===== config.mk =====
export PLATFORM = sky130hd
export DESIGN_NAME = iter_alu
export DESIGN_NICKNAME = d
export VERILOG_FILES = /design/src/rtl/iter_alu.sv
export SDC_FILE = /design/constraint.sdc
export NUM_CORES = 1
export LEC_CHECK = 0
export ABC_CLOCK_PERIOD_IN_PS = 6090
export CAP_MARGIN = 30
export CORE_ASPECT_RATIO = 1.1
export CORE_MARGIN = 2
export CORE_UTILIZATION = 35
export DETAILED_ROUTE_END_ITERATION = 12
export PLACE_DENSITY = 0.48
export SLEW_MARGIN = 20
export SYNTH_ARGS = -nofsm -noshare
export SYNTH_HDL_FRONTEND = slang
export SYNTH_SLANG_ARGS = --single-unit

===== constraint.sdc =====
create_clock -name clk -period 6.09 [get_ports clk]
set_input_delay 1.218 -clock clk [delete_from_list [all_inputs] [get_ports clk]]
set_output_delay 1.218 -clock clk [all_outputs]
set_load 0.02 [all_outputs]

===== src/rtl/iter_alu.sv =====
`default_nettype none
// ============================================================================
//  Module   : iter_alu
//  Purpose  : Sequential EX-stage ALU with valid/ready handshakes. Single-cycle
//             logic/arith/shift/compare ops plus iterative radix-2 MUL/MULHU/
//             DIVU/REMU. Optional build macro ITER_ALU_BYPASS_EN lets a new op
//             be accepted in the same cycle the previous result is consumed.
//  Revision : 1.0  initial release
// ============================================================================
module iter_alu #(
   parameter int WIDTH = 32
) (
   input  logic             clk,
   input  logic             rst_n,
   input  logic             in_valid,
   output logic             in_ready,
   input  logic [3:0]       op,
   input  logic [WIDTH-1:0] a,
   input  logic [WIDTH-1:0] b,
   output logic             out_valid,
   input  logic             out_ready,
   output logic [WIDTH-1:0] out,
   output logic             busy
);

   localparam int SHW = $clog2(WIDTH);
   localparam logic [SHW:0] c_cnt_init = (SHW+1)'(WIDTH);
   localparam logic [SHW:0] c_cnt_one  = (SHW+1)'(1);

   typedef enum logic [1:0] {
      IDLE = 2'd0,
      BUSY = 2'd1,
      DONE = 2'd2
   } state_t;

   state_t               r_state;
   state_t               w_next_state;
   logic [SHW:0]         r_cnt;
   logic [2*WIDTH-1:0]   r_acc;
   logic [WIDTH-1:0]     r_opnd;
   logic                 r_div;
   logic                 r_hi;
   logic [WIDTH-1:0]     r_out;

   logic                 w_accept;
   logic                 w_iter;
   logic                 w_done_ready;
   logic [SHW-1:0]       w_sh;
   logic [WIDTH-1:0]     w_alu;
   logic [WIDTH:0]       w_sum;
   logic [WIDTH:0]       w_shift;
   logic                 w_ge;
   logic [WIDTH-1:0]     w_diff;
   logic [2*WIDTH-1:0]   w_step;
   logic [WIDTH-1:0]     w_res;

`ifdef ITER_ALU_BYPASS_EN
   assign w_done_ready = out_ready;
`else
   assign w_done_ready = 1'b0;
`endif

   assign in_ready  = (r_state == IDLE) || ((r_state == DONE) && w_done_ready);
   assign out_valid = (r_state == DONE);
   assign busy      = (r_state == BUSY);
   assign out       = r_out;

   assign w_accept = in_valid && in_ready;
   assign w_iter   = (op >= 4'd10) && (op <= 4'd13);
   assign w_sh     = b[SHW-1:0];

   always_comb begin
      w_alu = '0;
      case (op)
         4'd0:    w_alu = a & b;
         4'd1:    w_alu = a | b;
         4'd2:    w_alu = a + b;
         4'd3:    w_alu = a ^ b;
         4'd4:    w_alu = a << w_sh;
         4'd5:    w_alu = a >> w_sh;
         4'd6:    w_alu = a - b;
         4'd7:    w_alu = {{(WIDTH-1){1'b0}}, (a < b)};
         4'd8:    w_alu = {{(WIDTH-1){1'b0}}, ($signed(a) < $signed(b))};
         4'd9:    w_alu = $signed(a) >>> w_sh;
         default: w_alu = '0;
      endcase
   end

   // Multiply keeps the multiplier in the low half and shifts right; divide
   // keeps {remainder, quotient} and shifts left. A zero divisor naturally
   // yields an all-ones quotient and a remainder equal to the dividend.
   always_comb begin
      w_sum   = {1'b0, r_acc[2*WIDTH-1:WIDTH]} + (r_acc[0] ? {1'b0, r_opnd} : '0);
      w_shift = r_acc[2*WIDTH-1:WIDTH-1];
      w_ge    = (w_shift >= {1'b0, r_opnd});
      w_diff  = w_shift[WIDTH-1:0] - r_opnd;
      w_step  = {w_sum, r_acc[WIDTH-1:1]};
      if (r_div) begin
         if (w_ge) begin
            w_step = {w_diff, r_acc[WIDTH-2:0], 1'b1};
         end else begin
            w_step = {w_shift[WIDTH-1:0], r_acc[WIDTH-2:0], 1'b0};
         end
      end
      w_res = r_hi ? w_step[2*WIDTH-1:WIDTH] : w_step[WIDTH-1:0];
   end

   always_ff @(posedge clk or negedge rst_n) begin
      if (!rst_n) begin
         r_state <= IDLE;
      end else begin
         r_state <= w_next_state;
      end
   end

   always_comb begin
      w_next_state = r_state;
      case (r_state)
         IDLE: begin
            if (w_accept) begin
               w_next_state = w_iter ? BUSY : DONE;
            end
         end
         BUSY: begin
            if (r_cnt == c_cnt_one) begin
               w_next_state = DONE;
            end
         end
         DONE: begin
            if (out_ready) begin
               if (w_accept) begin
                  w_next_state = w_iter ? BUSY : DONE;
               end else begin
                  w_next_state = IDLE;
               end
            end
         end
         default: w_next_state = IDLE;
      endcase
   end

   always_ff @(posedge clk or negedge rst_n) begin
      if (!rst_n) begin
         r_cnt  <= '0;
         r_acc  <= '0;
         r_opnd <= '0;
         r_div  <= 1'b0;
         r_hi   <= 1'b0;
         r_out  <= '0;
      end else if (w_accept) begin
         if (w_iter) begin
            r_cnt  <= c_cnt_init;
            r_acc  <= {{WIDTH{1'b0}}, a};
            r_opnd <= b;
            r_div  <= op[2];
            r_hi   <= op[0];
         end else begin
            r_out  <= w_alu;
         end
      end else if (r_state == BUSY) begin
         r_acc <= w_step;
         r_cnt <= r_cnt - c_cnt_one;
         if (r_cnt == c_cnt_one) begin
            r_out <= w_res;
         end
      end
   end

endmodule
`default_nettype wire


Word-level counts from Yosys, hierarchy flattened
Cells that the tools add are included.
{"block": "word_totals", "wordCells": 71, "in_bits": 72, "regBits": 138}
{"block": "classes", "eq_ne": 17, "bitwise": 3, "add_sub_neg": 5, "n_mux": 21, "n_reduce_logical": 10, "n_lt_le_gt_ge": 5, "n_shift": 3}
{"operator": "two-way mux 64 bit", "n": 5}
{"operator": "case mux 32 bit (10 select lines)", "n": 1}
{"operator": "two-way mux 32 bit", "n": 6}
{"operator": "less-than comparator 32 bit", "n": 2}
{"operator": "subtractor 32 bit", "n": 2}
{"operator": "adder 32 x 32 -> 33 bit", "n": 1}
{"operator": ">= comparator 33 x 32 -> 1 bit", "n": 1}
{"operator": "adder 32 bit", "n": 1}
{"operator": "bitwise AND 32 bit", "n": 1}
{"operator": "bitwise OR 32 bit", "n": 1}
{"operator": "<< shifter 32 x 5 -> 32 bit", "n": 1}
{"operator": "right shift 32 x 5 -> 32 bit", "n": 1}
{"operator": ">>> shifter 32 x 5 -> 32 bit", "n": 1}
{"operator": "bitwise XOR 32 bit", "n": 1}
{"operator": "two-way mux 6 bit", "n": 3}
{"operator": "== test 4 x 3 -> 1 bit (second input constant)", "n": 4}
{"operator": "two-way mux 2 bit", "n": 5}
{"operator": "== test 4 x 2 -> 1 bit (second input constant)", "n": 2}
{"operator": "== test 4 bit (second input constant)", "n": 2}
{"operator": "!= test 2 x 1 -> 1 bit (second input constant)", "n": 4}
{"operator": "== test 6 x 1 -> 1 bit (second input constant)", "n": 1}
{"operator": "case mux 2 bit (3 select lines)", "n": 1}
{"operator": "AND reduction 3 bit", "n": 2}
{"operator": "subtractor 6 x 1 -> 6 bit (second input constant)", "n": 1}
{"operator": "11 further kinds", "n": 14}

Logic depth before layout (Yosys ltp)
Gate-level depths: netlist (run 1).
{"block": "depth", "word_depth": 7, "ltp_mapped": 16, "mapped_depth_nobuf": 14}

Worst setup path after synthesis (run 1)
Ideal clock, no wire load.
{"block": "synth_path", "path_kind": "input to register", "startpoint": "input b[2]", "endpoint": "register r_out[24] (netlist: out[24])", "cell_stages": 16, "slack_ps": 1219, "path_buffers": 4, "arrival_time_ps": 4733, "path_cell_list": "buf_2 > inv_1 > buf_2 > buf_1 > clkbuf_1 > ha_1 > nor2b_1 > o31ai_2 > a21oi_1 > or3_4 > a2111oi_2 > o21bai_1 > a21o_1 > a2111o_1 > o2111ai_1 > o211ai_1"}
{"block": "synth_between", "elab_chain_len": 4, "word_cells_on_any_way": 8}
{"element": "from (decl)", "line": "19", "rtl": "input logic [WIDTH-1:0] b,"}
{"element": "subtractor 32 bit, or another cell as far along", "line": "81", "rtl": "4'd6: w_alu = a - b;"}
{"element": "case mux 32 bit (10 select lines) *", "line": "74", "rtl": "case (op)"}
{"element": "two-way mux 32 bit *", "line": "151", "rtl": "if (w_iter) begin"}
{"element": "two-way mux 32 bit *", "line": "150", "rtl": "end else if (w_accept) begin"}
{"element": "to (signal assigned)", "line": "158", "rtl": "r_out <= w_alu;"}
{"element": "to (signal assigned)", "line": "164", "rtl": "r_out <= w_res;"}
{"element": "to (decl)", "line": "43", "rtl": "logic [WIDTH-1:0] r_out;"}
Every way passes the cells marked *; elsewhere a longest branch is shown, timed or not. The select of a mux whose other input is x is not followed.
A chain may end at the register's enable or synchronous reset.

Worst setup path in the final report (run 1)
{"block": "layout_path", "startpoint": "input a[0]", "endpoint": "register r_out[0] (netlist: out[0])"}
{"block": "layout_between", "elab_chain_len": 4, "word_cells_on_any_way": 13}
{"element": "from (decl)", "line": "18", "rtl": "input logic [WIDTH-1:0] a,"}
{"element": "subtractor 32 bit, or another cell as far along", "line": "81"}
{"element": "case mux 32 bit (10 select lines) *", "line": "74"}
{"element": "two-way mux 32 bit *", "line": "151"}
{"element": "two-way mux 32 bit *", "line": "150"}
Marks and branches as above.

==> metrics.txt, run 1 <==
NumNets Final 2912; Bufs on Longest Clock Path 2; run status finished, final reports clean; max-cap violations 0; Final Setup Violations 0; later-pin clock latency in the skew report 0.46 ns; post-synthesis instance total 2649; reg2reg end out[29]; worst hold path type reg -> reg; share of layout cells above drive strength 1 8.315%; f_max 187.3 MHz; mapped cell area 19530 sq um; Syn Area/Cell 7.371 sq um; GRT Total Usage 34.38%; Slew @ Worst Pin 1.046 ns; RSZ-0062 raised after global routing false; register area share after synthesis 17.69%; WHS Path Cells 2; antenna violations before repair 2; commonest register cell after synthesis dfrtp_1; fillers 5912; Area Overhead vs Synth 12.75%; hold endpoint out[6]; Period Utilization, post-route 87.65%; Post-Syn Nets 2891; I/O Pins 107; CTS Sinks 138; Worst R2R Start r_acc[0]; worst path required time 6.39 ns; Final GP Congestion 1.005; crit path capture type flip-flop; Die Wd 229.2 microns; Initial Util 35.53%; DIE AREA 57700 sq um; CTS H-tree lvls 4; global-route wire length before repair 146.6 mm; drt first-iter violations 2198; Post-synth ARST share 100.0%; IO Port Bufs 106; Reg clk slew, reported paths 0.07 ns; critical-path cell list clkdlybuf4s50_1 -> inv_1 -> ha_1 -> inv_1 -> fa_1 -> nor2b_1 -> o211ai_1 -> a21oi_1 -> o211ai_1 -> a211oi_1 -> o22ai_1 -> o211ai_1 -> a21oi_1 -> o21ai_0 -> o211ai_2; vias in the first global route 20911; critical path's slowest cell o21ai_0; Startpoint Class primary input; dpl hpwl 79.90 mm; #FFs+latches synth 138; Worst slew margin 30.27%; Root Driver clkbuf_16; CTS tree done; drt drc 0; postcts setup bufs 0; floorplan core area 54950 sq um; Max IR drop VDD 0.2809 mV; Synth cell types 95; Synth top area share 17.69%; min-delay src out[6]; ant diodes 0; CP peak stage delay 0.80 ns; Power Density 431.5 nW/um^2; crit path DAT 5.64 ns; Yosys warnings 0; dpl cell area 21410 sq um; first drt pass iteration count 6; Yosys top cell by area dfrtp_1; CTS Buf Count 17; final hold viol count 0; Detailed Route WL 100.9 mm; cells on worst reg2reg path 15; die height 251.7 microns; largest net degree at the start of global routing 79; CTS Hold Buffers Added 0; crit-path leading delay family compound AO/OA/AOI/OAI gates; skew final 0.009755 ns; FP Rows 90; drt wl/cell 29.52 microns; Final Slew Violations 0; Synth area leaders dfrtp_1, ha_1, nand2_1; grt total ovfl 0; Bufs and invs on worst path 3; R2R setup slack 1.50 ns; setup_tns 0 ns; Finished Cell Area 22010 sq um; DRT antenna net count 0; CP Max Fanout 5; DR vias 21583; leakage 9.548 nW; Most Frequent Cell on Critical Path o211ai_1; number of synthesized flops with an enable pin 0; Final Util 40.06%; vias per cell 6.315; Post-CTS Resized 0; Setup CP Type in -> reg; Power Total 0.009499 W; post-layout min period 5.338 ns
worst register-to-register path, cell delays in order (launching register included):
cell and delay (ns):
dfrtp_1 0.83, and2_1 0.24, ha_1 0.22, inv_1 0.08
fa_1 0.41, nand2b_1 0.21, a21o_1 0.21, a21oi_1 0.32
a311oi_1 0.22, clkbuf_2 0.21, or3_1 0.45, o21ai_1 0.29
a31oi_1 0.14, xnor2_1 0.14, o21ai_1 0.30, o221ai_1 0.16
per-layer routing:
layer  part of all wire [%]  vias up  global-route usage (%)  wire length, microns
li1                       -     9778                       -                     -
met1                     43    10754                   44.48                 43120
met2                     47      893                   57.13                 47160
met3                    6.2      156                   5.402                  6246
met4                    4.3        2                   13.99                  4359
met5                  0.013        -                       0                    13
state kept, by name, indices dropped and copies added, names as in the netlist:
signal   flops
r_state      2
out         32
r_cnt        6
r_opnd      32
r_div        1
r_acc       64
r_hi         1
cell usage after synthesis (20+ instances only):
| cell type | instances |
|---|---|
| a211oi_1 | 45 |
| a21o_1 | 47 |
| a21oi_1 | 230 |
| a221o_1 | 20 |
| a221oi_1 | 27 |
| a31oi_1 | 35 |
| and2_1 | 48 |
| and3_1 | 22 |
| buf_2 | 41 |
| clkbuf_1 | 124 |
| dfrtp_1 | 138 |
| ha_1 | 166 |
| inv_1 | 149 |
| mux2_2 | 23 |
| mux2i_1 | 89 |
| mux4_2 | 32 |
| nand2_1 | 311 |
| nand3_1 | 69 |
| nand4_1 | 22 |
| nor2_1 | 244 |
| nor2b_1 | 24 |
| nor3_1 | 39 |
| o211ai_1 | 43 |
| o21ai_0 | 187 |
| o21ai_1 | 42 |
| o221ai_1 | 50 |
| o22ai_1 | 22 |
| o31ai_1 | 23 |
| xnor2_1 | 34 |
| xor2_1 | 31 |
layout make-up:
class	instances	area, sq um	share of cell area (%)
clock buffer	20	456.7	2.074
clock inverter	11	145.1	0.6593
tap	736	920.9	4.183
inverter	154	578.1	2.626
multi-input combinational	2167	14720	66.88
sequential	138	3457	15.70
timing repair buffer	192	1733	7.872
metrics by stage:
step | hold WS, ns | std cells | setup slack, ns
2_1_floorplan | 0.4618 | 2649 | 1.219
3_3_place_gp | 0.4877 | 3385 | 0.3601
3_5_place_dp | 0.4924 | 3386 | 0.3682
4_1_cts | 0.5058 | 3417 | 0.8020
5_1_grt | 0.5320 | 3418 | 0.5290
6_report | 0.5067 | 3418 | 0.7522
layout by cell type, fill, tap and decap left out, types with 17 or more instances in the layout:
master | netlist | layout
a211oi_1 | 45 | 45
a21o_1 | 47 | 47
a21oi_1 | 230 | 229
a221o_1 | 20 | 20
a221oi_1 | 27 | 27
a31oi_1 | 35 | 35
and2_1 | 48 | 48
and3_1 | 22 | 22
buf_4 | 5 | 82
clkbuf_16 | 0 | 17
clkdlybuf4s50_1 | 0 | 100
dfrtp_1 | 138 | 137
ha_1 | 166 | 166
inv_1 | 149 | 148
mux2_2 | 23 | 23
mux2i_1 | 89 | 89
mux4_2 | 32 | 32
nand2_1 | 311 | 310
nand2b_1 | 18 | 17
nand3_1 | 69 | 69
nand4_1 | 22 | 22
nor2_1 | 244 | 241
nor2b_1 | 24 | 24
nor3_1 | 39 | 39
o211ai_1 | 43 | 43
o21a_1 | 18 | 18
o21ai_0 | 187 | 186
o21ai_1 | 42 | 43
o21bai_1 | 19 | 19
o221ai_1 | 50 | 50
o22ai_1 | 22 | 22
o31ai_1 | 23 | 23
xnor2_1 | 34 | 34
xor2_1 | 31 | 31
kinds of logic (layout without fill, tap and decap cells):
kind of cell | Yosys count | count (layout) | synth area share (%)
AOI/OAI and AO/OA | 930 | 930 | 31.51
and+or+nand+nor | 852 | 852 | 19.75
buffers and inverters | 344 | 377 | 7.164
adders and majority gates | 170 | 170 | 11.05
muxes | 150 | 150 | 9.926
DFF | 138 | 138 | 17.69
xor gates and xnor gates | 65 | 65 | 2.916
how the worst max path moves through the flow:
stage,to,cells after the start,startpoint,slack [ns]
2_1_floorplan,out[24],16,b[2],1.22
3_3_place_gp,out[0],15,a[0],0.36
3_5_place_dp,out[0],15,a[0],0.37
4_1_cts,out[0],15,a[0],0.80
5_1_grt,out[0],15,a[0],0.53
6_report,out[0],15,a[0],0.75
power breakdown:
group          total [W]  switching [W]  internal, W
clock            0.00113       0.000464     0.000662
combinational    0.00658        0.00418      0.00239
sequential       0.00180       0.000455      0.00134
total            0.00950        0.00510      0.00440
Note: power is estimated with default switching activity, not from simulation.
==> run 2, diff against run 1 <==
- CAP_MARGIN: 30 -> 20
==> metrics.txt, run 2 (same netlist as run 1, synthesis figures left out) <==
run status finished, final reports clean; Most Frequent Cell on Critical Path o211ai_1; CP peak stage delay 0.72 ns; Setup CP Type in -> reg; Placement Setup Slack 0.3837 ns; Slew @ Worst Pin 1.109 ns; first drt pass iteration count 6; die height 251.7 microns; CTS Buf Count 17; Bufs and invs on worst path 3; Switching Share 52.98%; vias in the first global route 20587; Power Total 0.009700 W; later-pin clock latency in the skew report 0.47 ns; worst hold path type reg -> reg; most common cell after layout, fill and taps aside nand2_1; drt wl/cell 29.60 microns; clock share of power 13.4%; R2R setup slack 1.49 ns; hold endpoint out[6]; FP Rows 90; max-cap violations 0; IO Port Bufs 106; setup_tns 0 ns; Max IR drop VDD 0.3209 mV; GRT Total Usage 34.20%; DR vias 21589; final hold viol count 0; grt total ovfl 0; Largest register FFs 64; skew final 0.01390 ns; Power Density 438.9 nW/um^2; crit path DAT 5.52 ns; post-layout min period 5.214 ns; area of the multi-input gates 14720 sq um; min-delay src out[6]; share of layout cells above drive strength 1 8.246%; cells on worst reg2reg path 14; CP Max Fanout 5; Root Driver clkbuf_16; critical path's slowest cell o21ai_0; CTS Hold Buffers Added 0; global-route wire length before repair 145.7 mm; Detailed Route WL 101.1 mm; Worst slew margin 25.57%; Sw Pwr 0.005139 W; I/O Pins 107; postcts setup bufs 0; Die Wd 229.2 microns; WHS 0.5048 ns; largest net degree at the start of global routing 79; leakage 9.587 nW; crit-path leading delay family compound AO/OA/AOI/OAI gates; Final GP Congestion 1.005; Reg clk slew, reported paths 0.07 ns; Post-CTS Resized 0; antenna violations before repair 2; drt first-iter violations 2270; Area Overhead vs Synth 13.18%; reg2reg end out[23]; Bufs on Longest Clock Path 2; Flop pwr share 18.5%; internal power 0.004561 W; commonest non-fill, non-tap cells in the layout nand2_1, nor2_1, a21oi_1; DIE AREA 57700 sq um; CTS H-tree lvls 4; Period Utilization, post-route 85.62%; vias per cell 6.318; drt drc 0; WHS Path Cells 2; crit path capture type flip-flop; Startpoint Class primary input; NumNets Final 2910; Final Slew Violations 0; floorplan core area 54950 sq um; PnR worst setup slack 0.8756 ns; register area 3457 sq um; CTS Sinks 138; RSZ-0062 raised after global routing false; critical-path cell list clkdlybuf4s50_1 -> inv_1 -> ha_1 -> inv_1 -> fa_1 -> nor2b_1 -> o211ai_1 -> a21oi_1 -> o211ai_1 -> a211oi_1 -> o22ai_1 -> o211ai_1 -> a21oi_1 -> o21ai_0 -> o211ai_2; Final Setup Violations 0; Comb pwr share 68.0%; DRT antenna net count 0; fillers 5917; Worst R2R Start r_acc[0]; Initial Util 35.53%; worst path required time 6.40 ns; most flop-heavy register r_acc; CTS tree done; f_max 191.8 MHz; dpl hpwl 79.84 mm
-- run 2: worst max-delay path by stage --
stage                     startpoint      end  slack (ns)  cells past startpoint
after CTS                       a[0]   out[0]        0.83                     15
after global placement          a[0]   out[0]        0.36                     15
final                           a[0]   out[0]        0.88                     15
after floorplan                 b[2]  out[24]        1.22                     16
after global routing            a[0]   out[0]        0.60                     15
after detailed placement        a[0]   out[0]        0.38                     15
-- run 2: layer usage --
metal  GRT usage [%]  share of wire (%)
met1           44.78                 43
met2           57.07                 47
met3           4.091                6.2
met4           14.12                4.2
met5               0              0.011
-- run 2: stage by stage --
| step | util, % | std cells | instance area [sq um] |
|---|---|---|---|
| after floorplan | - | 2649 | 19530 |
| after global placement | 38.94 | 3385 | 21400 |
| after detailed placement | 38.94 | 3385 | 21400 |
| after CTS | 40.21 | 3416 | 22100 |
| after global routing | 40.21 | 3416 | 22100 |
| final | 40.22 | 3417 | 22100 |
-- run 2: power groups by stage --
stage	Clock [W]	Combinational (W)	Sequential, W
global placement	0	0.00647	0.00179
floorplan	0	0.00435	0.00171
global route	0.00135	0.00713	0.00184
finish	0.00130	0.00660	0.00180
detailed placement	0	0.00647	0.00180
CTS	0.00132	0.00651	0.00178
-- run 2: cell type report --
class | instances | area share (%)
tap | 736 | 4.167
antenna | 1 | 0.01132
inverter | 154 | 2.616
sequential | 138 | 15.64
clock inverter | 11 | 1.087
timing repair buffer | 190 | 7.785
clock buffer | 20 | 2.066
multi-input combinational | 2167 | 66.63
-- run 2: tightest hold or removal path: cells and delay by family (launching register included) --
kind             cells  cell delay (ns)
flip-flops           1             0.35
AND/OR/NAND/NOR      2             0.12
==> run 3, diff against run 2 <==
- ABC_CLOCK_PERIOD_IN_PS: 6090 -> 5400
- clock period: 6.09 -> 5.4 ns (I/O delays scaled with it)
==> metrics.txt, run 3 (same netlist as run 1, synthesis figures left out) <==
Final Slew Violations 0; WHS Path Cells 1; run status finished, final reports clean; I/O Pins 107; DR vias 21736; critical path's slowest cell o31ai_1; most common cell after layout, fill and taps aside nand2_1; Period Utilization, post-route 87.62%; Slew @ Worst Pin 1.046 ns; vias per cell 6.306; Bufs and invs on worst path 3; Finished Cell Area 22240 sq um; Post-CTS Resized 0; NumNets Final 2937; Final Setup Violations 0; Initial Util 35.53%; commonest non-fill, non-tap cells in the layout nand2_1, nor2_1, a21oi_1; fillers 5943; Max IR drop VDD 0.3558 mV; hold endpoint out[3]; dpl hpwl 78.95 mm; Power Density 482.4 nW/um^2; RSZ-0062 raised after global routing false; CTS H-tree lvls 4; critical-path cell list clkdlybuf4s50_1 -> inv_1 -> ha_1 -> inv_1 -> nor3_1 -> and3_1 -> nand3_1 -> o31ai_1 -> xnor2_1 -> a221oi_1 -> o221ai_1 -> a21o_1; crit-path leading delay family compound AO/OA/AOI/OAI gates; final hold viol count 0; R2R setup slack 1.07 ns; Largest register FFs 64; die height 251.7 microns; Most Frequent Cell on Critical Path inv_1; first drt pass iteration count 6; most flop-heavy register r_acc; FP Rows 90; Final GP Congestion 0.9674; CP peak stage delay 0.74 ns; crit path capture type flip-flop; worst path required time 5.74 ns; antenna violations before repair 1; global-route wire length before repair 145.5 mm; crit path DAT 5.08 ns; skew final 0.01309 ns; min-delay src out[3]; DRT antenna net count 0; post-layout min period 4.731 ns; CTS Sinks 138; vias in the first global route 20927; GRT Total Usage 34.00%; CP Max Fanout 10; Area Overhead vs Synth 13.91%; DIE AREA 57700 sq um; share of layout cells above drive strength 1 9.195%; grt total ovfl 0; Startpoint Class primary input; cells on worst reg2reg path 15; Bufs on Longest Clock Path 2; Worst slew margin 28.44%; CTS Hold Buffers Added 0; later-pin clock latency in the skew report 0.46 ns; reg2reg end out[29]; f_max 211.4 MHz; floorplan core area 54950 sq um; Root Driver clkbuf_16; CTS tree done; dpl cell area 21640 sq um; Reg clk slew, reported paths 0.07 ns; drt first-iter violations 2281; Worst R2R Start r_acc[0]; drt wl/cell 28.95 microns; worst hold path type reg -> reg; max-cap violations 0; largest net degree at the start of global routing 95; leakage 9.682 nW; Die Wd 229.2 microns; Setup CP Type in -> reg; Detailed Route WL 99.78 mm; drt drc 0; IO Port Bufs 106; setup_tns 0 ns; CTS Buf Count 17; postcts setup bufs 0
-- run 3: changes by cell type in the layout (fill, tap and decap cells not counted), sizes merged --
cell / previous run / this run
clkinv: 3 / 5
diode: 1 / 3
buf: 90 / 117
bufinv: 7 / 2
clkinvlp: 1 / 3
clkbuf: 20 / 22
-- run 3: stage by stage --
| step | hold WS (ns) | util [%] | cells | setup slack, ns | total power [W] |
|---|---|---|---|---|---|
| 3_5_place_dp | 0.4841 | 39.37 | 3412 | 0.2079 | 0.009356 |
| 5_1_grt | 0.5177 | 40.46 | 3444 | 0.4897 | 0.01150 |
| 4_1_cts | 0.4991 | 40.46 | 3444 | 0.6908 | 0.01065 |
| 6_report | 0.5027 | 40.48 | 3447 | 0.6687 | 0.01073 |
| 2_1_floorplan | 0.4618 | - | 2649 | 0.6666 | 0.006830 |
| 3_3_place_gp | 0.4862 | 39.37 | 3412 | 0.1822 | 0.009368 |
-- run 3: report_power, final --
| part | leakage, nW | internal [W] | total, W | switching (W) |
|---|---|---|---|---|
| Sequential | 1.74 | 0.00151 | 0.00203 | 0.000521 |
| Clock | 0.289 | 0.000728 | 0.00125 | 0.000518 |
| Combinational | 7.66 | 0.00275 | 0.00745 | 0.00470 |
| Total | 9.68 | 0.00499 | 0.0107 | 0.00574 |
-- run 3: worst max path at each step --
stage               startpoint      end  slack [ns]  cells after the start
floorplan                 b[2]  out[24]        0.67                     16
global placement         b[25]  out[26]        0.18                     12
detailed placement       b[25]  out[26]        0.21                     12
CTS                      b[25]  out[26]        0.69                     12
global route             b[25]  out[26]        0.49                     12
finish                   b[25]  out[26]        0.67                     12
-- run 3: routing by layer --
layer | track usage [%] | vias to the layer above | wire (microns)
met4 | 12.97 | 0 | 3823
met2 | 56.34 | 902 | 46710
met1 | 45.48 | 10860 | 43270
met5 | 0 | - | 0
li1 | - | 9832 | -
met3 | 3.684 | 142 | 5972
-- run 3: layout make-up --
cell class	instances	area [sq um]	share of cell area, %
multi-input combinational	2167	14720	66.18
sequential	138	3457	15.54
timing repair buffer	217	1961	8.815
tap	736	920.9	4.140
inverter	154	578.1	2.599
clock buffer	22	484.2	2.177
clock inverter	10	115.1	0.5175
antenna	3	7.507	0.03375
